### src/rtl/lsu_align.sv
// RV32 load/store unit: request/grant/response handshake with data memory,
// store lane replication, and load alignment with sign/zero extension.
module lsu_align #(
  parameter int AW = 32
) (
  input  logic          clk,
  input  logic          rst_n,
  input  logic          lsu_req,
  input  logic          lsu_we,
  input  logic [2:0]    lsu_size,
  input  logic [AW-1:0] lsu_addr,
  input  logic [31:0]   lsu_wdata,
  output logic          lsu_stall,
  output logic          lsu_done,
  output logic          lsu_err,
  output logic [31:0]   lsu_rdata,
  output logic          mem_req,
  output logic          mem_we,
  output logic [3:0]    mem_be,
  output logic [AW-1:0] mem_addr,
  output logic [31:0]   mem_wdata,
  input  logic          mem_gnt,
  input  logic          mem_rvalid,
  input  logic [31:0]   mem_rdata
);

  // state | meaning
  // IDLE  | sample lsu_req, decode, launch memory request or flag error
  // REQ   | mem_req high, wait for mem_gnt
  // RESP  | load granted, wait for mem_rvalid
  // DONE  | one-cycle lsu_done pulse, lsu_err valid
  typedef enum logic [1:0] {IDLE, REQ, RESP, DONE} state_e;

  state_e        state_q, state_d;
  logic          mem_req_q, mem_req_d;
  logic          mem_we_q, mem_we_d;
  logic [3:0]    mem_be_q, mem_be_d;
  logic [AW-1:0] mem_addr_q, mem_addr_d;
  logic [31:0]   mem_wdata_q, mem_wdata_d;
  logic [31:0]   lsu_rdata_q, lsu_rdata_d;
  logic          lsu_done_q, lsu_done_d;
  logic          lsu_err_q, lsu_err_d;
  logic [2:0]    size_q, size_d;
  logic [1:0]    off_q, off_d;

  logic          illegal;
  logic [3:0]    be_req;
  logic [31:0]   wdata_req;
  logic [31:0]   shifted;
  logic [31:0]   load_ext;

  always_comb begin
    illegal = 1'b0;
    unique case (lsu_size)
      3'b000:  illegal = 1'b0;
      3'b001:  illegal = lsu_addr[0];
      3'b010:  illegal = |lsu_addr[1:0];
      3'b100:  illegal = lsu_we;
      3'b101:  illegal = lsu_we | lsu_addr[0];
      default: illegal = 1'b1;
    endcase
  end

  always_comb begin
    be_req    = 4'b1111;
    wdata_req = lsu_wdata;
    unique case (lsu_size[1:0])
      2'b00: begin
        be_req    = 4'b0001 << lsu_addr[1:0];
        wdata_req = {4{lsu_wdata[7:0]}};
      end
      2'b01: begin
        be_req    = 4'b0011 << {lsu_addr[1], 1'b0};
        wdata_req = {2{lsu_wdata[15:0]}};
      end
      default: begin
        be_req    = 4'b1111;
        wdata_req = lsu_wdata;
      end
    endcase
  end

  assign shifted = mem_rdata >> {off_q, 3'b000};

  always_comb begin
    load_ext = shifted;
    unique case (size_q)
      3'b000:  load_ext = {{24{shifted[7]}}, shifted[7:0]};
      3'b001:  load_ext = {{16{shifted[15]}}, shifted[15:0]};
      3'b100:  load_ext = {24'h0, shifted[7:0]};
      3'b101:  load_ext = {16'h0, shifted[15:0]};
      default: load_ext = shifted;
    endcase
  end

  always_comb begin
    state_d     = state_q;
    mem_req_d   = mem_req_q;
    mem_we_d    = mem_we_q;
    mem_be_d    = mem_be_q;
    mem_addr_d  = mem_addr_q;
    mem_wdata_d = mem_wdata_q;
    lsu_rdata_d = lsu_rdata_q;
    lsu_done_d  = 1'b0;
    lsu_err_d   = lsu_err_q;
    size_d      = size_q;
    off_d       = off_q;

    unique case (state_q)
      IDLE: begin
        if (lsu_req) begin
          if (illegal) begin
            lsu_err_d  = 1'b1;
            lsu_done_d = 1'b1;
            state_d    = DONE;
          end else begin
            size_d      = lsu_size;
            off_d       = lsu_addr[1:0];
            mem_req_d   = 1'b1;
            mem_we_d    = lsu_we;
            mem_be_d    = be_req;
            mem_addr_d  = {lsu_addr[AW-1:2], 2'b00};
            mem_wdata_d = wdata_req;
            state_d     = REQ;
          end
        end
      end
      REQ: begin
        // rvalid in the grant cycle belongs to nothing we issued; only RESP listens
        if (mem_gnt) begin
          mem_req_d = 1'b0;
          if (mem_we_q) begin
            lsu_done_d = 1'b1;
            state_d    = DONE;
          end else begin
            state_d = RESP;
          end
        end
      end
      RESP: begin
        if (mem_rvalid) begin
          lsu_rdata_d = load_ext;
          lsu_done_d  = 1'b1;
          state_d     = DONE;
        end
      end
      DONE: begin
        lsu_err_d = 1'b0;
        state_d   = IDLE;
      end
      default: state_d = IDLE;
    endcase
  end

  always_ff @(posedge clk or negedge rst_n) begin
    if (!rst_n) begin
      state_q     <= IDLE;
      mem_req_q   <= 1'b0;
      mem_we_q    <= 1'b0;
      mem_be_q    <= 4'b0000;
      mem_addr_q  <= '0;
      mem_wdata_q <= 32'h0;
      lsu_rdata_q <= 32'h0;
      lsu_done_q  <= 1'b0;
      lsu_err_q   <= 1'b0;
      size_q      <= 3'b000;
      off_q       <= 2'b00;
    end else begin
      state_q     <= state_d;
      mem_req_q   <= mem_req_d;
      mem_we_q    <= mem_we_d;
      mem_be_q    <= mem_be_d;
      mem_addr_q  <= mem_addr_d;
      mem_wdata_q <= mem_wdata_d;
      lsu_rdata_q <= lsu_rdata_d;
      lsu_done_q  <= lsu_done_d;
      lsu_err_q   <= lsu_err_d;
      size_q      <= size_d;
      off_q       <= off_d;
    end
  end

  assign lsu_stall = lsu_req & (state_q != DONE);
  assign lsu_done  = lsu_done_q;
  assign lsu_err   = lsu_err_q;
  assign lsu_rdata = lsu_rdata_q;
  assign mem_req   = mem_req_q;
  assign mem_we    = mem_we_q;
  assign mem_be    = mem_be_q;
  assign mem_addr  = mem_addr_q;
  assign mem_wdata = mem_wdata_q;

endmodule

### config.mk
export PLATFORM = sky130hd
export DESIGN_NAME = lsu_align
export DESIGN_NICKNAME = d
export VERILOG_FILES = /design/src/rtl/lsu_align.sv
export SDC_FILE = /design/constraint.sdc
export NUM_CORES = 1
export LEC_CHECK = 0
export BUFFER_PORTS_ARGS = -buffer_cell sky130_fd_sc_hd__buf_2
export CORE_MARGIN = 2
export CORE_UTILIZATION = 49
export DETAILED_ROUTE_END_ITERATION = 16
export PLACE_DENSITY_LB_ADDON = 0.12
export SLEW_MARGIN = 10
export SYNTH_ARGS = -nofsm -noshare
export SYNTH_HDL_FRONTEND = slang
export SYNTH_SLANG_ARGS = --single-unit
### constraint.sdc
create_clock -name clk -period 2.1 [get_ports clk]
set_clock_uncertainty 0.1 [all_clocks]
set_input_delay 0.21 -clock clk [delete_from_list [all_inputs] [get_ports clk]]
set_output_delay 0.21 -clock clk [all_outputs]
set_load 0.005 [all_outputs]
# Yosys cells after proc, flatten, opt, wreduce, memory -nomap -nowiden
# Index checks and enable logic that the tools add are counted.
# word_totals
word_cells	69
rom_bits	0
ram_bits	0
inputBits	105
n_memories	0
ff_bits	109
latch_bits	0
# op_classes
div	0
bitwise	3
order_cmp	0
shift	3
add_sub_neg	0
n_reduce_logical	12
mux	23
mul	0
eq_ne	17
# ops
op	count
one-hot mux 32 bit (4 select lines)	1
one-hot mux 32 bit (2 select lines)	1
>> shifter 32 x 5 -> 32 bit	1
== test 3 bit (second input constant)	4
!= test 2 bit (second input constant)	6
2-to-1 mux 1 bit	11
AND reduction 3 bit	3
2-to-1 mux 2 bit	4
one-hot mux 2 bit (4 select lines)	1
one-hot mux 4 bit (2 select lines)	1
== test 3 x 1 -> 1 bit (second input constant)	2
zero test 3 bit	2
one-hot mux 1 bit (5 select lines)	1
== test 2 x 1 -> 1 bit (second input constant)	2
== test 2 bit (second input constant)	2
zero test 2 bit	2
one-hot mux 1 bit (2 select lines)	2
AND reduction 4 bit	1
nonzero test 2 bit	2
left shift 1 x 2 -> 4 bit (first input constant)	1
left shift 2 x 2 -> 4 bit (first input constant)	1
== test 3 x 2 -> 1 bit (second input constant)	1
one-hot mux 1 bit (3 select lines)	1
AND reduction 2 bit	1
other kinds (4)	4

# Depth between registers and ports, before layout
# Gate-level depths: netlist of run 1.
# logic_depth
word_depth	5
mapped_depth	8
ltp_nobuf	6

# Worst setup path before layout of run 1
# No wires, ideal clock.
# synth_timing
kind	reg2reg
from	reg state_q[0]
to	reg lsu_rdata_q[24], in the netlist lsu_rdata[24]
setup_time_ns	0.066
slack_ns	0.231
stages_incl_launch_ff	8
synth_period_minus_slack_ns	1.869
required_time_ns	1.934
arrival_time_ns	1.703
path_cell_list	dfrtp_1 -> inv_1 -> ha_1 -> nand2_1 -> nor3b_2 -> nor2b_1 -> buf_2 -> a221o_1
# synth_via
elab_chain_len	2
# synth_lines
element	line	source
start: declaration	34	state_e state_q, state_d;
start signal: assignment	169	state_q <= state_d;
== test 2 bit	109	unique case (state_q)
AND reduction 2 bit (no line)	n/a	
end signal: assignment	175	lsu_rdata_q <= lsu_rdata_d;
end: declaration	40	logic [31:0] lsu_rdata_q, lsu_rdata_d;
# No other way between the ends.
# A chain may end at the register's enable or synchronous reset.

# Worst setup path after layout of run 1
# layout_timing
from	reg state_q[1]
to	reg mem_addr_q[29], in the netlist mem_addr[29]
# layout_via
elab_chain_len	2
# layout_lines
element	line	source
zero test 2 bit	109	
AND reduction 3 bit (no line)	n/a	
end signal: assignment	173	mem_addr_q <= mem_addr_d;
end: declaration	38	logic [AW-1:0] mem_addr_q, mem_addr_d;
# No other way between the ends.

==> results of run 1 <==
[per-stage QoR]
step           power (mW)   util  hold WS [ns]  area (um2)
6_report             9.01  0.697        0.0103        7220
4_1_cts              9.06  0.696       0.00110        7220
3_5_place_dp         7.60  0.623         0.166        6460
2_1_floorplan        5.92      -        -0.186        5260
3_3_place_gp         7.45  0.623         0.152        6460
5_1_grt              9.67  0.697       0.00147        7220
[logic make-up (layout without fill, tap and decap cells)]
logic type | after synthesis | after routing | share of synthesized area
AO/OA/AOI/OAI | 103 | 103 | 0.128
adder cells (fa/ha/maj) | 5 | 5 | 0.0119
buffers and inverters | 37 | 297 | 0.0381
flip-flops | 109 | 109 | 0.519
multiplexers | 96 | 96 | 0.226
other | 1 | 2 | 0.000713
AND/OR/NAND/NOR | 92 | 92 | 0.0761
[registers in the layout (all words and copies together), names as in the netlist]
signal and cells:
lsu_rdata 32, state_q 2, mem_we 1, mem_be 4
lsu_done 1, mem_addr 30, off_q 2, mem_wdata 32
size_q 3, mem_req 1, lsu_err 1
[worst reg2reg max path, stage by stage (launching register included)]
cell and delay [ns]:
dfrtp_1 0.43, inv_1 0.10, ha_1 0.25, nand2_1 0.10, o21bai_4 0.16, buf_4 0.38, mux2_4 0.35
[synth_stat cells]
cell | number | area [um2]
o21bai_1 | 2 | 15.0
mux4_2 | 1 | 22.5
buf_4 | 4 | 30.0
nand3b_1 | 1 | 7.51
nor3_1 | 1 | 5.00
o21ai_1 | 34 | 170
o221ai_1 | 1 | 8.76
a31oi_1 | 1 | 6.26
nor2_1 | 28 | 105
nor2b_1 | 4 | 25.0
o21ai_0 | 6 | 30.0
mux2i_1 | 42 | 420
buf_6 | 5 | 56.3
o211ai_1 | 1 | 7.51
ha_1 | 5 | 62.6
a22o_1 | 1 | 8.76
inv_1 | 5 | 18.8
mux2_1 | 8 | 90.1
buf_1 | 4 | 15.0
a221o_1 | 17 | 170
buf_2 | 7 | 35.0
nand3_1 | 1 | 5.00
conb_1 | 1 | 3.75
a2111oi_0 | 1 | 8.76
a221oi_2 | 1 | 15.0
clkbuf_1 | 12 | 45.0
and2_0 | 1 | 6.26
dfrtp_1 | 109 | 2730
nand2_1 | 50 | 188
o31a_1 | 1 | 8.76
nand2b_1 | 2 | 12.5
nor4_4 | 1 | 21.3
a21oi_1 | 27 | 135
mux2_2 | 5 | 56.3
mux2_4 | 40 | 601
nor3b_2 | 1 | 12.5
or2_2 | 1 | 6.26
o21ba_2 | 1 | 10.0
a311o_1 | 1 | 10.0
o2bb2ai_1 | 7 | 61.3
nor4_1 | 1 | 6.26
o211a_2 | 1 | 10.0
[worst paths after layout]
kind	startpoint	end	slack (ns)	cells past startpoint
max	state_q[1]$_DFFE_PN0P_	mem_addr[29]$_DFFE_PN0P_	0.11	6
min	lsu_wdata[16]	mem_wdata[16]$_DFFE_PN0P_	0.01	3
max reg2reg	state_q[1]$_DFFE_PN0P_	mem_addr[29]$_DFFE_PN0P_	0.11	6
min reg2reg	lsu_rdata[7]$_DFFE_PN0P_	lsu_rdata[7]$_DFFE_PN0P_	0.39	2
max in group asynchronous	rst_n	mem_wdata[4]$_DFFE_PN0P_	0.98	3
min in group asynchronous	rst_n	lsu_rdata[24]$_DFFE_PN0P_	0.28	2
[area by class of cell]
type	instances	share of cell area
Clock buffer	11	0.0210
Clock inverter	5	0.00883
Inverter	5	0.00260
Multi-Input combinational cell	298	0.325
Sequential cell	109	0.378
Tap cell	136	0.0236
Timing Repair Buffer	276	0.241
[power breakdown]
| group | internal (mW) | switching [mW] | total, mW | leakage, nW |
|---|---|---|---|---|
| sequential | 3.10 | 0.626 | 3.73 | 1.34 |
| clock | 0.630 | 0.741 | 1.37 | 0.112 |
| combinational | 2.16 | 1.75 | 3.91 | 2.29 |
| total | 5.89 | 3.12 | 9.01 | 3.75 |
[per-layer routing]
metal / vias to the layer above / share of wire / track usage
met4: 0 / 0.023 / 0.0879
met2: 182 / 0.50 / 0.429
met1: 2122 / 0.40 / 0.303
li1: 2086 / - / -
met3: 28 / 0.073 / 0.0630
met5: - / 0 / 0
[repair_timing]
item                                    CTS  global route
resized for setup                         0             1
endpoints found under the setup margin    0             8
hold endpoints to repair                 97             0
setup buffers                             0             0
hold buffers                             54             0
==> results_dict.tcl, run 1 <==
set metrics [dict create \
    status "completed" \
    ys_ff_latch 109 \
    area_growth_pct 37.3 \
    fin_ws_ns 0.110 \
    track_usage 0.249 \
    final_cell_mix "206 x buf_2, 109 x dfrtp_1, 54 x dlygate4sd3_1" \
    period_needed_ns 1.99 \
    io_buffers 207 \
    synth.cell_area_um2 5260 \
    gp_congestion 0.816 \
    path_buf_inv 2 \
    dieArea_um2 11600 \
    seq_area_um2 2730 \
    hold_viol_final 0 \
    yosysWarnings 0 \
    overflow 0 \
    nets 809 \
    layout_commonest_cell "buf_2" \
    hpwl_um 10000 \
    place_ws_ns 0.109 \
    numCtsBuffers 9 \
    cts_sinks 109 \
    setup_viol 0 \
    io_pins 210 \
    multi_input_area_um2 2350 \
    antenna_found_initial 0 \
    hold_class "primary input to register" \
    fin_setup_tns_ns 0 \
    drt_iter0_drc 205 \
    cp_data_required_time_ns 2.26 \
    cts_root_buffer "clkbuf_8" \
    post-route-period-util 0.948 \
    cts_buffer_depth 2 \
    timing.max_slew.rel_slack 0.592 \
    h-tree-depth 3 \
    detail-route-antenna-nets 0 \
    worstSetupPathType "register to register" \
    viasPerCell 5.26 \
    worst_slew_pin_slew_ns 0.612 \
    powerDensity_nw_per_um2 1250 \
    drt-pass1-iter-count 4 \
    wl_per_cell_um 16.9 \
    fill_cells 842 \
    power.leakage_nw 3.75 \
    syn_area_per_cell_um2 11.9 \
    path_cells "inv_1, ha_1, nand2_1, o21bai_4, buf_4, mux2_4" \
    drc 0 \
    grt_max_degree 48 \
    cp_slowest_stage_delay_ns 0.43 \
    grt_pass1_vias 4499 \
    yosysUniqueCellTypes 42 \
    path_clk_slew_ns 0.11 \
    crit_slowest_cell "dfrtp_1" \
    cp-end-kind "register" \
    max_freq_mhz 503 \
    n_antenna_cell 0 \
    syn_inst 443 \
    grt_setup_unrepaired "false" \
    final_cells 840 \
    start_util 0.507 \
    cts_tree "yes" \
    crit_path_start_kind "register" \
    fp.dieH_um 108 \
    clock_latency_ns 0.38 \
    cpLargestDelayFamily "buffers and inverters" \
    fp-row-count 37 \
    drv_slew 0 \
    drive_above_1_share 0.415 \
    wl_um 14200 \
    grt_first_pass_wirelength_um 22500 \
    die_x_um 108 \
    crit_arrival_ns 2.15 \
    maxCapViolations 0 \
    dp.cells 770 \
    vias 4418 \
    ys_seq_area_frac 0.519 \
    vdd_drop_max_v 0.000536 \
    crit_fanout 25 \
    core_area_um2 10400 \
]
No activity file was read; power rests on OpenSTA's default activity.
==> inputs of run 2 (changes only) <==
CORE_ASPECT_RATIO = 0.7   (was not set)
RECOVER_POWER = 50   (was not set)
==> run 2 against run 1 <==
Effect of this change:
- routed wire length shrank 2.7%
- power grew 2.6%
- critical path type unchanged
- register-to-register slack is essentially flat
- core utilization shrank 2.9 points
- clock power grew 26%
- fmax shrank 0.21%
- critical path depth is the same
- largest cell class unchanged
- worst hold slack gained 0.0012 ns
- design area shrank 3.9%
- first-iteration DRC count grew 9.3%
- flip-flop and latch count is the same
- largest power group is now sequential cells
==> results_dict.tcl, run 2 (same netlist as run 1, synthesis figures left out) <==
set metrics [dict create \
    holdWs_ns 0.0115 \
    r2r-end "mem_addr[25]$_DFFE_PN0P_" \
    track_usage 0.237 \
    cts_sinks 109 \
    r2r_cells 6 \
    hpwl_um 9930 \
    dieArea_um2 11600 \
    io_buffers 207 \
    grt_setup_unrepaired "false" \
    vias 4248 \
    hold_class "primary input to register" \
    worstSetupPathType "register to register" \
    power.leakage_nw 3.49 \
    wl_per_cell_um 17.1 \
    status "completed" \
    layout_commonest_cell "buf_2" \
    core_area_um2 10400 \
    antenna_found_initial 0 \
    grt_first_pass_wirelength_um 21700 \
    setup_viol 0 \
    r2r_setup_slack_ns 0.11 \
    overflow 0 \
    crit_arrival_ns 2.12 \
    r2r_start "state_q[1]$_DFFE_PN0P_" \
    postCtsSetupRepairBufs 0 \
    io_pins 210 \
    cp_data_required_time_ns 2.22 \
    final_cell_mix "151 x buf_2, 109 x dfrtp_1, 56 x clkbuf_1" \
    vdd_drop_max_v 0.000511 \
    power.clock.fraction 0.187 \
    p_int_mw 6.06 \
    cts_root_buffer "clkbuf_16" \
    cp-endpoint "mem_addr[25]$_DFFE_PN0P_" \
    post-route-period-util 0.950 \
    numCtsBuffers 9 \
    start_util 0.506 \
    drt_iter0_drc 224 \
    fp.dieH_um 90.7 \
    nets 782 \
    clock_latency_ns 0.34 \
    fin_setup_tns_ns 0 \
    grt_max_degree 76 \
    grt_pass1_vias 4194 \
    area_growth_pct 31.9 \
    cts_resized 0 \
    timing.max_slew.rel_slack 0.168 \
    combPwrFrac 0.405 \
    hold_viol_final 0 \
    cts_hold_buf 24 \
    wl_um 13800 \
    h-tree-depth 3 \
    die_x_um 128 \
    drt-pass1-iter-count 4 \
    seqPwrFrac 0.408 \
    swShare 0.345 \
    cts_tree "yes" \
    worst_slew_pin_slew_ns 1.25 \
    drive_above_1_share 0.352 \
    drc 0 \
    period_needed_ns 1.99 \
    powerDensity_nw_per_um2 1330 \
    viasPerCell 5.25 \
    fp-row-count 31 \
    detail-route-antenna-nets 0 \
    maxCapViolations 0 \
    crit_fanout 75 \
    crit_start "state_q[1]$_DFFE_PN0P_" \
    max_freq_mhz 501 \
    cp-end-kind "register" \
    path_clk_slew_ns 0.07 \
    switching_power_mw 3.18 \
    n_antenna_cell 0 \
    gp_congestion 0.873 \
    drv_slew 0 \
    crit_path_start_kind "register" \
    cts_buffer_depth 2 \
]
## run 2: changes by cell type in the layout (fill, tap and decap cells not counted), moves of 9 or more
cell           previous run  this run
clkbuf_1                  0        56
buf_2                   206       151
dlygate4sd3_1            54        24
clkbuf_8                 11         1
clkbuf_16                 0         9
## run 2: layout make-up
class | instances | area [um2]
Clock inverter | 5 | 60.1
Timing Repair Buffer | 249 | 1380
Inverter | 5 | 18.8
Sequential cell | 109 | 2730
Tap cell | 132 | 165
Clock buffer | 11 | 243
Fill cell | 838 | 3460
Multi-Input combinational cell | 298 | 2350
## run 2: power by group through the flow
stage | logic, mW | clock network [mW] | registers [mW]
4_1_cts | 3.89 | 1.77 | 3.75
3_3_place_gp | 3.73 | 0 | 3.74
5_1_grt | 4.11 | 1.84 | 3.89
3_5_place_dp | 3.85 | 0 | 3.76
6_report | 3.74 | 1.72 | 3.77
2_1_floorplan | 2.17 | 0 | 3.75
## run 2: through the flow
stage	utilization	setup WS [ns]	area, um2	power, mW	instances
2_1_floorplan	-	0.231	5260	5.92	444
3_3_place_gp	0.622	0.198	6470	7.47	769
3_5_place_dp	0.622	0.142	6470	7.61	769
4_1_cts	0.675	0.123	7010	9.41	809
5_1_grt	0.668	0.00507	6940	9.84	809
6_report	0.668	0.106	6940	9.24	809
## run 2: worst min path at each step
stage	startpoint	end	slack, ns	cells after the start
3_3_place_gp	rst_n	mem_addr[24]$_DFFE_PN0P_	0.17	1
6_report	lsu_addr[30]	mem_addr[30]$_DFFE_PN0P_	0.01	2
5_1_grt	lsu_addr[20]	mem_addr[20]$_DFFE_PN0P_	0.0009	2
4_1_cts	lsu_addr[30]	mem_addr[30]$_DFFE_PN0P_	0.00008	2
2_1_floorplan	rst_n	lsu_done$_DFF_PN0_	-0.19	0
3_5_place_dp	rst_n	mem_addr[24]$_DFFE_PN0P_	0.18	1
## run 2: critical path, cell delays in order, from the launching register on
cell and delay [ns]:
dfrtp_1 0.42, inv_1 0.11, ha_1 0.25, nand2_1 0.09
o21bai_4 0.13, buf_12 0.36, mux2_4 0.35
## run 2: metal layers
metal / routed length, um / global-route usage / vias up
met3: 975 / 0.0634 / 19
met1: 6470 / 0.333 / 2039
met2: 6160 / 0.366 / 160
met4: 222 / 0.0632 / 0
met5: 0 / 0 / -
li1: - / - / 2030
==> inputs of run 3 (changes only) <==
CAP_MARGIN = 20   (was not set)
CORE_MARGIN = not set   (was 2)
==> run 3 against run 2 <==
Effect of this change:
- power is 1.8% higher
- routed wire length is 1.2% lower
- non-clock buffer count stayed put
- critical endpoint is now mem_addr[19]$_DFFE_PN0P_
- highest routed layer unchanged
==> results_dict.tcl, run 3 (same netlist as run 1, synthesis figures left out) <==
set metrics [dict create \
    viasPerCell 5.24 \
    fp.dieH_um 88.7 \
    vdd_drop_max_v 0.000679 \
    cts_buffer_depth 2 \
    post-route-period-util 0.913 \
    post_dp_cell_area_um2 6520 \
    numCtsBuffers 9 \
    nets 782 \
    hold_viol_final 0 \
    io_buffers 207 \
    vias 4238 \
    fin_setup_tns_ns 0 \
    hold_class "primary input to register" \
    setup_viol 0 \
    track_usage 0.244 \
    grt_pass1_vias 4028 \
    crit_path_start_kind "register" \
    powerDensity_nw_per_um2 1350 \
    core_area_um2 10400 \
    timing.max_slew.rel_slack 0.520 \
    wl_per_cell_um 16.9 \
    start_util 0.506 \
    grt_setup_unrepaired "false" \
    worstSetupPathType "register to register" \
    drc 0 \
    final_cell_mix "177 x buf_2, 109 x dfrtp_1, 50 x nand2_1" \
    drt_iter0_drc 196 \
    r2r_start "state_q[0]$_DFFE_PN0P_" \
    area_growth_pct 32.7 \
    cts_sinks 109 \
    fp-row-count 31 \
    grt_max_degree 46 \
    n_antenna_cell 0 \
    power.total_mw 9.40 \
    cts_root_buffer "clkbuf_16" \
    period_needed_ns 1.92 \
    max_freq_mhz 522 \
    postCtsSetupRepairBufs 0 \
    status "completed" \
    drv_slew 0 \
    post-route-cell-area_um2 6980 \
    power.leakage_nw 3.58 \
    h-tree-depth 3 \
    cp_data_required_time_ns 2.22 \
    die_x_um 126 \
    holdWs_ns 0.00947 \
    layout_commonest_cell "buf_2" \
    drt-pass1-iter-count 4 \
    io_pins 210 \
    crit_start "state_q[0]$_DFFE_PN0P_" \
    drive_above_1_share 0.402 \
    final_cells 809 \
    antenna_found_initial 0 \
    dp.cells 774 \
    grt_first_pass_wirelength_um 21100 \
    wl_um 13700 \
    cts_tree "yes" \
    clock_latency_ns 0.34 \
    hp-start "lsu_addr[30]" \
    crit_fanout 15 \
    hpwl_um 10000 \
    cp-end-kind "register" \
    maxCapViolations 0 \
    dieArea_um2 11200 \
    worst_slew_pin_slew_ns 0.720 \
    path_clk_slew_ns 0.07 \
    gp_congestion 0.900 \
    crit_arrival_ns 2.04 \
    overflow 0 \
    detail-route-antenna-nets 0 \
]
[run 3: cell types whose count changed in the layout (fill, tap and decap cells not counted), sizes merged]
cell	previous run	this run
inv	5	7
clkinv	3	1
clkinvlp	1	2
dlygate4sd3	24	19
clkbuf	68	42
buf	168	197
bufinv	1	2
[run 3: final timing paths]
| check | cells after the start | slack, ns | to |
|---|---|---|---|
| min in group asynchronous | 2 | 0.36 | lsu_rdata[21]$_DFFE_PN0P_ |
| max in group asynchronous | 3 | 0.38 | mem_addr[23]$_DFFE_PN0P_ |
| max | 6 | 0.18 | mem_addr[19]$_DFFE_PN0P_ |
| min | 2 | 0.009 | mem_addr[30]$_DFFE_PN0P_ |
| max reg2reg | 6 | 0.18 | mem_addr[19]$_DFFE_PN0P_ |
| min reg2reg | 2 | 0.38 | lsu_rdata[5]$_DFFE_PN0P_ |
[run 3: stage by stage]
stage,utilization,setup WS (ns)
after floorplan,-,0.231
after global placement,0.627,0.160
after detailed placement,0.627,0.0685
after CTS,0.676,0.0519
after global routing,0.672,0.0454
final,0.672,0.184
[run 3: layout make-up]
cell class / count / area (um2)
well taps: 132 / 165
inverters: 5 / 18.8
clock inverters: 7 / 97.6
clock buffers: 9 / 225
repair buffers: 249 / 1400
fillers: 859 / 3410
flip-flops and latches: 109 / 2730
multi-input cells: 298 / 2350
[run 3: power breakdown]
group	total, mW	internal [mW]	switching (mW)
Sequential	3.75	3.11	0.640
Combinational	3.84	2.06	1.78
Clock	1.82	1.05	0.768
Total	9.40	6.22	3.18
[run 3: what timing repair did]
action                                  in CTS  in global routing
hold buffers                                18                  1
endpoints found under the setup margin       0                 10
gates resized for setup                      0                  2
hold endpoints to repair                    43                  1
[run 3: metal layers]
metal | track usage | wire [um] | vias to the layer above
li1 | - | - | 2046
met1 | 0.354 | 6430 | 2038
met2 | 0.380 | 6320 | 148
met3 | 0.0550 | 840 | 6
met4 | 0.0427 | 69 | 0
met5 | 0 | 0 | -
[run 3: worst max-delay path: stages (launching register included)]
cell,delay (ns)
dfrtp_1,0.41
inv_1,0.15
ha_2,0.24
nand2_1,0.08
o21bai_4,0.28
buf_12,0.23
mux2_4,0.31
